### config.mk
export PLATFORM = sky130hd
export DESIGN_NAME = ship_move_ctrl
export DESIGN_NICKNAME = d
export VERILOG_FILES = /design/src/rtl/ship_move_ctrl.sv
export SDC_FILE = /design/constraint.sdc
export NUM_CORES = 1
export LEC_CHECK = 0
export ABC_AREA = 1
export BUFFER_PORTS_ARGS = -buffer_cell sky130_fd_sc_hd__buf_2
export CAP_MARGIN = 20
export CELL_PAD_IN_SITES_DETAIL_PLACEMENT = 1
export CELL_PAD_IN_SITES_GLOBAL_PLACEMENT = 1
export CORE_ASPECT_RATIO = 1.1
export CORE_UTILIZATION = 46
export CTS_CLUSTER_SIZE = 16
export DETAILED_ROUTE_END_ITERATION = 6
export PLACE_DENSITY_LB_ADDON = 0.1
export SLEW_MARGIN = 20
export SYNTH_ARGS = -nofsm -noshare
export SYNTH_HDL_FRONTEND = slang
export SYNTH_SLANG_ARGS = --single-unit
export TNS_END_PERCENT = 1
### constraint.sdc
create_clock -name clk -period 6 [get_ports clk]
set_input_delay 1.2 -clock clk [delete_from_list [all_inputs] [get_ports clk]]
set_output_delay 1.2 -clock clk [all_outputs]
set_load 0.02 [all_outputs]
### src/rtl/ship_move_ctrl.sv
// Player ship horizontal movement with press-and-hold auto-repeat, clamped to
// the playfield, plus a req/ack fire request towards the missile unit.
module ship_move_ctrl #(
  parameter int W        = 10,
  parameter int X_MIN    = 0,
  parameter int X_MAX    = 600,
  parameter int X_INIT   = 300,
  parameter int STEP     = 4,
  parameter int REP_DLY  = 25000000,
  parameter int REP_RATE = 2500000,
  parameter int CW       = 25
) (
  input  logic         clk,
  input  logic         rst,
  input  logic         game_en,
  input  logic         left_clean,
  input  logic         left_single,
  input  logic         right_clean,
  input  logic         right_single,
  input  logic         fire_single,
  input  logic         fire_ack,
  input  logic         missile_busy,
  output logic [W-1:0] ship_x,
  output logic         fire_req,
  output logic [W-1:0] fire_x,
  output logic         step_evt
);

  typedef enum logic [1:0] {IDLE, HOLD, REPEAT} state_t;

  localparam logic [W:0]    X_MIN_E   = (W+1)'(X_MIN);
  localparam logic [W:0]    X_MAX_E   = (W+1)'(X_MAX);
  localparam logic [W:0]    STEP_E    = (W+1)'(STEP);
  localparam logic [W-1:0]  X_MIN_V   = W'(X_MIN);
  localparam logic [W-1:0]  X_MAX_V   = W'(X_MAX);
  localparam logic [W-1:0]  X_INIT_V  = W'(X_INIT);
  localparam logic [CW-1:0] DLY_LAST  = CW'(REP_DLY - 1);
  localparam logic [CW-1:0] RATE_LAST = CW'(REP_RATE - 1);

  state_t        state_q, state_d;
  logic          dir_q, dir_d;
  logic [CW-1:0] cnt_q, cnt_d;
  logic [W-1:0]  ship_x_q, ship_x_d;
  logic          step_evt_q, step_evt_d;
  logic          fire_req_q, fire_req_d;
  logic [W-1:0]  fire_x_q, fire_x_d;

  logic          dir_left, dir_right, abort, do_step, step_right;
  logic [W:0]    x_ext, x_dec, x_inc;
  logic [W-1:0]  x_next;

  // dir_q: 1 = RIGHT, 0 = LEFT; only meaningful outside IDLE.
  assign dir_left  = left_clean & ~right_clean;
  assign dir_right = right_clean & ~left_clean;
  assign abort     = ~game_en | (dir_q ? ~dir_right : ~dir_left);

  always_comb begin
    state_d    = state_q;
    dir_d      = dir_q;
    cnt_d      = cnt_q;
    do_step    = 1'b0;
    step_right = dir_q;
    case (state_q)
      IDLE: begin
        if (game_en && left_single && dir_left) begin
          do_step    = 1'b1;
          step_right = 1'b0;
          dir_d      = 1'b0;
          cnt_d      = '0;
          state_d    = HOLD;
        end else if (game_en && right_single && dir_right) begin
          do_step    = 1'b1;
          step_right = 1'b1;
          dir_d      = 1'b1;
          cnt_d      = '0;
          state_d    = HOLD;
        end
      end
      HOLD: begin
        if (abort) begin
          cnt_d   = '0;
          state_d = IDLE;
        end else if (cnt_q == DLY_LAST) begin
          do_step = 1'b1;
          cnt_d   = '0;
          state_d = REPEAT;
        end else begin
          cnt_d = cnt_q + 1'b1;
        end
      end
      REPEAT: begin
        if (abort) begin
          cnt_d   = '0;
          state_d = IDLE;
        end else if (cnt_q == RATE_LAST) begin
          do_step = 1'b1;
          cnt_d   = '0;
        end else begin
          cnt_d = cnt_q + 1'b1;
        end
      end
      default: begin
        cnt_d   = '0;
        state_d = IDLE;
      end
    endcase
  end

  // One extra bit: a LEFT step below zero shows up as a negative signed value.
  always_comb begin
    x_ext = {1'b0, ship_x_q};
    x_dec = x_ext - STEP_E;
    x_inc = x_ext + STEP_E;
    if (step_right) begin
      x_next = (x_inc > X_MAX_E) ? X_MAX_V : x_inc[W-1:0];
    end else begin
      x_next = ($signed(x_dec) < $signed(X_MIN_E)) ? X_MIN_V : x_dec[W-1:0];
    end
    ship_x_d   = ship_x_q;
    step_evt_d = 1'b0;
    if (do_step && (x_next != ship_x_q)) begin
      ship_x_d   = x_next;
      step_evt_d = 1'b1;
    end
  end

  // Fire presses arriving while a request is pending or a missile flies are dropped.
  always_comb begin
    fire_req_d = fire_req_q;
    fire_x_d   = fire_x_q;
    if (fire_req_q) begin
      if (fire_ack) fire_req_d = 1'b0;
    end else if (fire_single && game_en && !missile_busy) begin
      fire_req_d = 1'b1;
      fire_x_d   = ship_x_q;
    end
  end

  always_ff @(posedge clk or posedge rst) begin
    if (rst) begin
      state_q    <= IDLE;
      dir_q      <= 1'b0;
      cnt_q      <= '0;
      ship_x_q   <= X_INIT_V;
      step_evt_q <= 1'b0;
      fire_req_q <= 1'b0;
      fire_x_q   <= '0;
    end else begin
      state_q    <= state_d;
      dir_q      <= dir_d;
      cnt_q      <= cnt_d;
      ship_x_q   <= ship_x_d;
      step_evt_q <= step_evt_d;
      fire_req_q <= fire_req_d;
      fire_x_q   <= fire_x_d;
    end
  end

  assign ship_x   = ship_x_q;
  assign step_evt = step_evt_q;
  assign fire_req = fire_req_q;
  assign fire_x   = fire_x_q;

endmodule

==> flow_summary.toml <==
[status]
status = "complete, no violations"

[timing]
finalSetupViolCount = 0
worstMarginPinSlew_ns = 0.973
max_freq_mhz = 311
hold_viol = 0
period_share_pct = 53.5
slew_headroom_pct = 34.9
fin_crit_ns = 3.21
skew_ns = 0.00581
rsz0062_at_grt = "false"
fin_tns_setup_ns = 0
slew_viol_final = 0

[worst_setup_path]
crit_required_ns = 6.24
r2r_cells = 9
critPathKind = "in2reg"
endpoint_kind = "register"
cp.arrival_ns = 3.45
crit_fanout = 11
start_kind = "input pin"

[worst_hold_path]
hold_path.class = "reg2reg"
whs_path_depth = 2

[synth]
synth.avg_cell_area_um2 = 7.07
synth_edf_count = 0
synth-seq-cells = 50
yosysTopAreaCell = "dfrtp_1"
netlist_top_cells_area = "dfrtp_1, nand2_1, inv_1"
async_flop_share_pct = 100
synth_common_cells = "nand2_1, inv_1, nor2_1, dfrtp_1, nand3_1"
synthDistinctLibCells = 43
synth_ff_type = "dfrtp_1"
post-synth-top-count-cell = "nand2_1"
synth_area_um2 = 3250
ys_warn_count = 0
synth_top_area_share_pct = 35.4
synth_nets = 478
synth_cells = 460
synth-seq-area-share_pct = 38.6

[detailed_routing]
first_iter_violations = 142
detail_route.first_pass.iterations = 6
routed-via-count = 3179
drcViolationCount = 0
wirelength_um = 8950
via_per_inst = 5.55
post_drt_wl_per_cell_um = 15.6
ant_nets = 0

[floorplanning]
io_pins = 32
start_util_pct = 48.5
rows = 31
die_h_um = 90.2
coreArea_um2 = 6710
die_area_um2 = 7420
fp.dieW_um = 82.2

[clock_tree]
cts_buffers = 5
h-tree-depth = 2
clk_pin_slew_ns = 0.09
clockBufferDepth = 2
cts_tree = "yes"
clk_root_buffer_cell = "clkbuf_8"
cts_hold_buf = 0
clkLatencyLatePin_ns = 0.30
cts_resized = 0
cts_setup_buffers = 0
clkSinkCount = 50

[pwr]
powerDensity_nw_per_um2 = 448
power_leakage_nw = 1.77
ir_worst_vdd_mv = 0.229

[finish]
finalNetCount = 508
area_growth_pct = 10.9
drive_gt1_share_pct = 14.7
nFillCells = 888
antenna_cells = 0
layout.cells.non_filler = 573

[global_route]
grt_pass1_vias = 3343
grtUsageTotal_pct = 26.6
overflow = 0
grt_max_degree = 51
grt_pass1_wl_um = 15300
antenna_found_initial = 0

[place]
gp_congestion = 0.887
dp.cells = 565
dpl.hpwl_um = 6850
portBuffers = 31

[flow_run]
maxCapViolations = 0
## kinds of logic (layout without fill, tap and decap cells)
logic type / Yosys count / after routing / share of synthesized area, %
compound gates: 49 / 49 / 8.84
xor+xnor: 7 / 7 / 1.88
fa+ha+maj: 8 / 8 / 3.08
buf+inv: 76 / 107 / 9.30
flops: 50 / 50 / 38.6
mux: 3 / 3 / 0.961
simple gates: 267 / 267 / 37.3
## path summary, 6_finish.rpt
check,start,to,slack [ns]
hold / removal,fire_x[8],fire_x[8],0.49
max in group asynchronous,rst,fire_req,4.42
min in group asynchronous,rst,cnt_q[17],1.05
setup / recovery,right_clean,ship_x[8],2.79
setup reg to reg,cnt_q[18],ship_x[8],3.36
hold reg to reg,fire_x[8],fire_x[8],0.49
## area by class of cell
cell class                      instances  area, um2  area share [%]
Tap cell                               82        103            2.84
Inverter                               68        256            7.11
Sequential cell                        50       1260            34.8
Clock inverter                          2       60.1            1.66
Clock buffer                            6       82.6            2.29
Timing Repair Buffer                   31        155            4.30
Multi-Input combinational cell        334       1700            47.0
## routing by layer
layer  up-vias  GRT usage, %  part of all wire, %
met5         -             0                    0
met4         0          9.50                  2.8
met3        20          2.84                  1.5
met2        40          49.0                   54
met1      1572          30.5                   42
li1       1547             -                    -
## worst max-delay path, stage by stage
cell	delay [ns]
buf_2	0.07
inv_1	0.05
nor2_1	0.19
nand2_1	0.11
nand2_1	0.07
nand2_1	0.07
inv_1	0.10
nand2_1	0.10
nor3_1	0.25
nor3_1	0.08
nor2_1	0.74
mux2_2	0.42
## placed cells by master, fill, tap and decap left out, types with 3 or more instances in the layout
cell type,instances
a211oi_1,3
a21oi_1,8
buf_2,31
clkbuf_8,6
dfrtp_1,46
dfstp_2,4
ha_1,8
inv_1,56
inv_2,9
nand2_1,119
nand2_2,4
nand3_1,42
nand4_1,8
nor2_1,55
nor3_1,17
nor4_1,7
o21ai_0,24
o21ai_1,5
xor2_1,5
## per-stage QoR
stage               power, W  hold WS (ns)  util [%]  setup WS, ns  instance area (um2)
floorplan            0.00111         0.503         -          3.26                 3250
CTS                  0.00163         0.491      53.8          2.80                 3610
finish               0.00162         0.487      53.8          2.79                 3610
detailed placement   0.00132         0.469      51.6          2.49                 3460
global route         0.00176         0.526      53.8          2.50                 3610
global placement     0.00129         0.462      51.6          2.60                 3460
## state kept, by name (all words and copies together), names as in the netlist
register	count
cnt_q	25
dir_q	1
fire_req	1
fire_x	10
ship_x	10
state_q	2
step_evt	1
## report_power, final
group          internal [W]  switching [W]  total [W]  leakage (nW)
sequential         0.000416      0.0000888   0.000505         0.661
combinational      0.000248       0.000567   0.000814          1.03
clock              0.000178       0.000119   0.000297        0.0714
total              0.000842       0.000775    0.00162          1.77
(Power assumes the default switching activity.)
